<file path="config.mk">
export PLATFORM = sky130hd
export DESIGN_NAME = multicycle_controller
export DESIGN_NICKNAME = d
export VERILOG_FILES = /design/src/rtl/riscv_ctrl_pkg.sv /design/src/rtl/imm_src_decoder.sv /design/src/rtl/multicycle_controller.sv
export SDC_FILE = /design/constraint.sdc
export NUM_CORES = 1
export LEC_CHECK = 0
export ABC_CLOCK_PERIOD_IN_PS = 2940
export BUFFER_PORTS_ARGS = -buffer_cell sky130_fd_sc_hd__buf_2
export CAP_MARGIN = 20
export CORE_MARGIN = 2
export CORE_UTILIZATION = 46
export CTS_BUF_LIST = sky130_fd_sc_hd__clkbuf_4 sky130_fd_sc_hd__clkbuf_8
export CTS_CLUSTER_SIZE = 25
export DETAILED_ROUTE_END_ITERATION = 12
export PLACE_DENSITY = 0.8
export REMOVE_ABC_BUFFERS = 1
export SLEW_MARGIN = 10
export SYNTH_ARGS = -nofsm -noshare
export SYNTH_HDL_FRONTEND = slang
export SYNTH_SLANG_ARGS = --single-unit
</file>
<file path="constraint.sdc">
create_clock -name clk -period 2.94 [get_ports clk]
set_input_delay 0.441 -clock clk [delete_from_list [all_inputs] [get_ports clk]]
set_output_delay 0.441 -clock clk [all_outputs]
set_load 0.01 [all_outputs]
</file>
<file path="src/rtl/riscv_ctrl_pkg.sv">
// Shared encodings for the RV32I multicycle control path: opcodes, FSM states
// and datapath mux selects.
package riscv_ctrl_pkg;

    localparam logic [6:0] OP_LW  = 7'b0000011;
    localparam logic [6:0] OP_SW  = 7'b0100011;
    localparam logic [6:0] OP_R   = 7'b0110011;
    localparam logic [6:0] OP_I   = 7'b0010011;
    localparam logic [6:0] OP_BEQ = 7'b1100011;
    localparam logic [6:0] OP_JAL = 7'b1101111;

    typedef enum logic [3:0] {
        S_FETCH    = 4'd0,
        S_DECODE   = 4'd1,
        S_MEMADR   = 4'd2,
        S_MEMREAD  = 4'd3,
        S_MEMWB    = 4'd4,
        S_MEMWRITE = 4'd5,
        S_EXECR    = 4'd6,
        S_EXECI    = 4'd7,
        S_ALUWB    = 4'd8,
        S_BEQ      = 4'd9,
        S_JAL      = 4'd10,
        S_ILLEGAL  = 4'd11
    } state_t;

    localparam logic [1:0] SRCA_PC    = 2'b00;
    localparam logic [1:0] SRCA_OLDPC = 2'b01;
    localparam logic [1:0] SRCA_RS1   = 2'b10;

    localparam logic [1:0] SRCB_RS2   = 2'b00;
    localparam logic [1:0] SRCB_IMM   = 2'b01;
    localparam logic [1:0] SRCB_FOUR  = 2'b10;

    localparam logic [1:0] ALU_ADD    = 2'b00;
    localparam logic [1:0] ALU_SUB    = 2'b01;
    localparam logic [1:0] ALU_FUNCT  = 2'b10;

    localparam logic [1:0] RES_ALUOUT = 2'b00;
    localparam logic [1:0] RES_DATA   = 2'b01;
    localparam logic [1:0] RES_ALU    = 2'b10;

    localparam logic [1:0] IMM_I      = 2'b00;
    localparam logic [1:0] IMM_S      = 2'b01;
    localparam logic [1:0] IMM_B      = 2'b10;
    localparam logic [1:0] IMM_J      = 2'b11;

endpackage

</file>
<file path="src/rtl/imm_src_decoder.sv">
// Opcode -> immediate-format select; purely combinational so the single-cycle
// core can reuse it unchanged.
module imm_src_decoder
    import riscv_ctrl_pkg::*;
(
    input  logic [6:0] op,
    output logic [1:0] imm_src
);

    always_comb begin
        imm_src = IMM_I;
        case (op)
            OP_SW:   imm_src = IMM_S;
            OP_BEQ:  imm_src = IMM_B;
            OP_JAL:  imm_src = IMM_J;
            default: imm_src = IMM_I;
        endcase
    end

endmodule

</file>
<file path="src/rtl/multicycle_controller.sv">
// Control FSM for the multicycle RV32I datapath over a unified memory with a
// ready handshake; Moore outputs except the mem_ready/zero-qualified enables.
module multicycle_controller
    import riscv_ctrl_pkg::*;
#(
    parameter bit HALT_ON_ILLEGAL = 1'b1
) (
    input  logic       clk,
    input  logic       rst,
    input  logic [6:0] op,
    input  logic       zero,
    input  logic       mem_ready,
    output logic       mem_req,
    output logic       mem_write,
    output logic       adr_src,
    output logic       ir_write,
    output logic       pc_write,
    output logic       reg_write,
    output logic [1:0] alu_src_a,
    output logic [1:0] alu_src_b,
    output logic [1:0] alu_op,
    output logic [1:0] result_src,
    output logic [1:0] imm_src,
    output logic       instr_done,
    output logic       illegal,
    output logic [3:0] state_dbg
);

    state_t state, next_state;
    logic   illegal_q;

    imm_src_decoder u_imm_dec (.op(op), .imm_src(imm_src));

    always_ff @(posedge clk or posedge rst) begin
        if (rst) begin
            state     <= S_FETCH;
            illegal_q <= 1'b0;
        end else begin
            state <= next_state;
            if (next_state == S_ILLEGAL) illegal_q <= 1'b1;
        end
    end

    always_comb begin
        next_state = S_FETCH;
        mem_req    = 1'b0;
        mem_write  = 1'b0;
        adr_src    = 1'b0;
        ir_write   = 1'b0;
        pc_write   = 1'b0;
        reg_write  = 1'b0;
        alu_src_a  = SRCA_PC;
        alu_src_b  = SRCB_RS2;
        alu_op     = ALU_ADD;
        result_src = RES_ALUOUT;
        instr_done = 1'b0;
        case (state)
            S_FETCH: begin
                mem_req    = 1'b1;
                alu_src_b  = SRCB_FOUR;
                result_src = RES_ALU;
                ir_write   = mem_ready;
                pc_write   = mem_ready;
                next_state = mem_ready ? S_DECODE : S_FETCH;
            end
            S_DECODE: begin
                alu_src_a = SRCA_OLDPC;
                alu_src_b = SRCB_IMM;
                case (op)
                    OP_LW, OP_SW: next_state = S_MEMADR;
                    OP_R:         next_state = S_EXECR;
                    OP_I:         next_state = S_EXECI;
                    OP_BEQ:       next_state = S_BEQ;
                    OP_JAL:       next_state = S_JAL;
                    default:      next_state = S_ILLEGAL;
                endcase
            end
            S_MEMADR: begin
                alu_src_a  = SRCA_RS1;
                alu_src_b  = SRCB_IMM;
                next_state = (op == OP_SW) ? S_MEMWRITE : S_MEMREAD;
            end
            S_MEMREAD: begin
                mem_req    = 1'b1;
                adr_src    = 1'b1;
                next_state = mem_ready ? S_MEMWB : S_MEMREAD;
            end
            S_MEMWB: begin
                result_src = RES_DATA;
                reg_write  = 1'b1;
                instr_done = 1'b1;
            end
            S_MEMWRITE: begin
                mem_req    = 1'b1;
                mem_write  = 1'b1;
                adr_src    = 1'b1;
                instr_done = mem_ready;
                next_state = mem_ready ? S_FETCH : S_MEMWRITE;
            end
            S_EXECR: begin
                alu_src_a  = SRCA_RS1;
                alu_op     = ALU_FUNCT;
                next_state = S_ALUWB;
            end
            S_EXECI: begin
                alu_src_a  = SRCA_RS1;
                alu_src_b  = SRCB_IMM;
                alu_op     = ALU_FUNCT;
                next_state = S_ALUWB;
            end
            S_ALUWB: begin
                reg_write  = 1'b1;
                instr_done = 1'b1;
            end
            S_BEQ: begin
                alu_src_a  = SRCA_RS1;
                alu_op     = ALU_SUB;
                pc_write   = zero;
                instr_done = 1'b1;
            end
            S_JAL: begin
                alu_src_a  = SRCA_OLDPC;
                alu_src_b  = SRCB_FOUR;
                pc_write   = 1'b1;
                next_state = S_ALUWB;
            end
            S_ILLEGAL: next_state = HALT_ON_ILLEGAL ? S_ILLEGAL : S_FETCH;
            default:   next_state = S_FETCH;
        endcase
        // FETCH drives live enables, so reset must mask them combinationally.
        if (rst) begin
            mem_req    = 1'b0;
            mem_write  = 1'b0;
            adr_src    = 1'b0;
            ir_write   = 1'b0;
            pc_write   = 1'b0;
            reg_write  = 1'b0;
            alu_src_a  = 2'b00;
            alu_src_b  = 2'b00;
            alu_op     = 2'b00;
            result_src = 2'b00;
            instr_done = 1'b0;
        end
    end

    assign illegal   = illegal_q;
    assign state_dbg = state;

endmodule

</file>
==> results.json <==
{
  "initial_utilization_pct": 50.14,
  "p_total_uw": 726.3,
  "period_needed_ns": 2.369,
  "clkTransAtPathRegs_ns": 0.05,
  "maxCapViolCount": 0,
  "grt_pass1_wl_mm": 2.925,
  "synthCells": 90,
  "p_leak_nw": 0.4069,
  "diodes": 0,
  "layout-drive-gt1-share_pct": 34.45,
  "htree_num_levels": 1,
  "portBuffers": 32,
  "hold_viol_final": 0,
  "antenna_found_initial": 0,
  "die_width_um": 41.90,
  "dr.pass1.iters": 4,
  "nNetsFinal": 131,
  "ys_types": 36,
  "core-area_sq_mm": 0.001318,
  "rows": 13,
  "fin_worst_skew_ns": 0.002588,
  "yosysSeqAreaShare_pct": 18.94,
  "syn_area_sq_um": 660.6,
  "critical_path_class": "reg2out",
  "worstHoldPathType": "in2async",
  "overflow": 0,
  "ys_ff_latch": 5,
  "final_cell_mix": "32 x buf_2, 10 x nand2_1, 9 x nor2_1",
  "post_cts_buffers": 0,
  "max-vdd-ir-drop_uv": 368.6,
  "pin_count": 33,
  "fin_crit_sh_pct": 80.59,
  "end_kind": "output pin",
  "cp.arrival_ns": 1.93,
  "cp_max_fo": 21,
  "setup_viol": 0,
  "post_drt_wl_per_cell_um": 12.42,
  "synth.avg_cell_area_sq_um": 7.340,
  "fillers": 129,
  "clockBufferDepth": 2,
  "synth_area_leader_cell": "dfrtp_1",
  "post_cts_resize_count": 0,
  "slew_violations": 0,
  "slew_headroom_pct": 59.76,
  "drt-total-wl_mm": 1.664,
  "gp_congestion": 0.8356,
  "synth_top_area_share_pct": 18.94,
  "antenna_left": 0,
  "outcome": "complete, no violations",
  "clk_latency_ns": 0.24,
  "dp_hpwl_mm": 1.230,
  "max_freq_mhz": 422.1,
  "cts_root_buffer": "clkbuf_4",
  "tightest_slew_ns": 0.6036,
  "drt_iter0_drc": 19,
  "grt_pass1_vias": 618,
  "postSynth.asyncResetShare_pct": 100.0,
  "dieArea_sq_mm": 0.001755,
  "synth-edff-count": 0,
  "die_height_um": 41.90,
  "synth-main-ff-cell": "dfrtp_1",
  "vias": 748,
  "numCtsBuffers": 3,
  "grt_setup_unrepaired": "false",
  "via_per_inst": 5.582,
  "cts_hold_buf": 0,
  "setup_tns_ns": 0,
  "drc_errors": 0,
  "synth_area_leaders": "dfrtp_1 19%, nand2_1 5.7%, nor2_1 5.1%, nand2b_1 4.7%, a2111oi_4 4.2%",
  "powerDensity_mw_per_mm2": 871.6,
  "yosysWarnings": 0,
  "layout_commonest_cell": "buf_2",
  "critPathLaunchType": "flip-flop",
  "cts_sinks": 5,
  "grt_max_degree": 22,
  "cts_tree": "yes",
  "cp.required_ns": 2.50,
  "syn_to_final_growth_pct": 26.14,
  "grt.total_usage_pct": 20.56
}
## synth_stat cells, types with 2 or more instances
cell type,count
nand2_1,10
nor2_1,9
dfrtp_1,5
nand2b_1,5
o21ai_0,5
a21oi_1,4
nor3_1,4
clkbuf_1,3
inv_1,3
nor2b_1,3
a211oi_1,2
a22oi_1,2
a31oi_1,2
and3_1,2
buf_2,2
mux2i_1,2
nand3_1,2
nor3b_1,2
nor4_1,2
nor4b_1,2
or3_1,2
xnor2_1,2
xor2_1,2
## cell type report
| cell class | instances | area [sq um] | area share [%] |
|---|---|---|---|
| Tap cell | 15 | 18.77 | 2.252 |
| Timing Repair Buffer | 32 | 160.2 | 19.22 |
| Sequential cell | 5 | 125.1 | 15.02 |
| Multi-Input combinational cell | 75 | 488.0 | 58.56 |
| Inverter | 3 | 11.26 | 1.351 |
| Clock buffer | 4 | 30.03 | 3.604 |
## report_power, final
part           internal [mW]  switching (mW)
clock network         0.0605          0.0283
registers             0.0915           0.115
logic                  0.205           0.226
total                  0.357           0.369
## cells by family after synthesis
family / synth area share, %
buf+inv: 7.196
xor+xnor: 5.304
mux: 5.302
flops: 18.94
simple gates: 43.18
compound gates: 20.07
## sequential cells by signal (all words and copies together) (netlist names)
register,count
illegal,1
state_dbg,4
## critical path: stages, from the launching register on
cell     delay, ns
dfrtp_1       0.59
nor2_1        0.39
nor4b_1       0.40
or2_2         0.18
buf_2         0.12
## worst paths after layout
path	depth (start not counted)	to	start	slack (ns)
setup / recovery	4	mem_req	state_dbg[3]	0.57
hold / removal	2	state_dbg[0]	rst	0.19
setup reg to reg	5	illegal	state_dbg[1]	0.88
hold reg to reg	1	illegal	illegal	0.47
max in group asynchronous	2	illegal	rst	2.55
min in group clk	1	illegal	illegal	0.47
## stage by stage
stage	cell area (sq um)	cells	worst slack [ns]	util [%]	hold WS (ns)
finish	833.3	134	0.5708	63.25	0.1922
global route	833.3	134	0.4121	63.25	0.2312
CTS	833.3	134	0.5645	63.25	0.1928
detailed placement	803.3	130	0.8166	60.97	0.4454
global placement	803.3	130	0.8840	60.97	0.4413
floorplan	624.3	83	0.8012	-	0.2302
## layer usage
layer  vias up  GRT usage (%)  part of all wire, %
met4         0          1.935                    0
met2        39          31.87                   49
met3         0          3.478                  8.1
met5         -              0                    0
met1       331          30.75                   43
li1        378              -                    -
(Power assumes the default switching activity.)
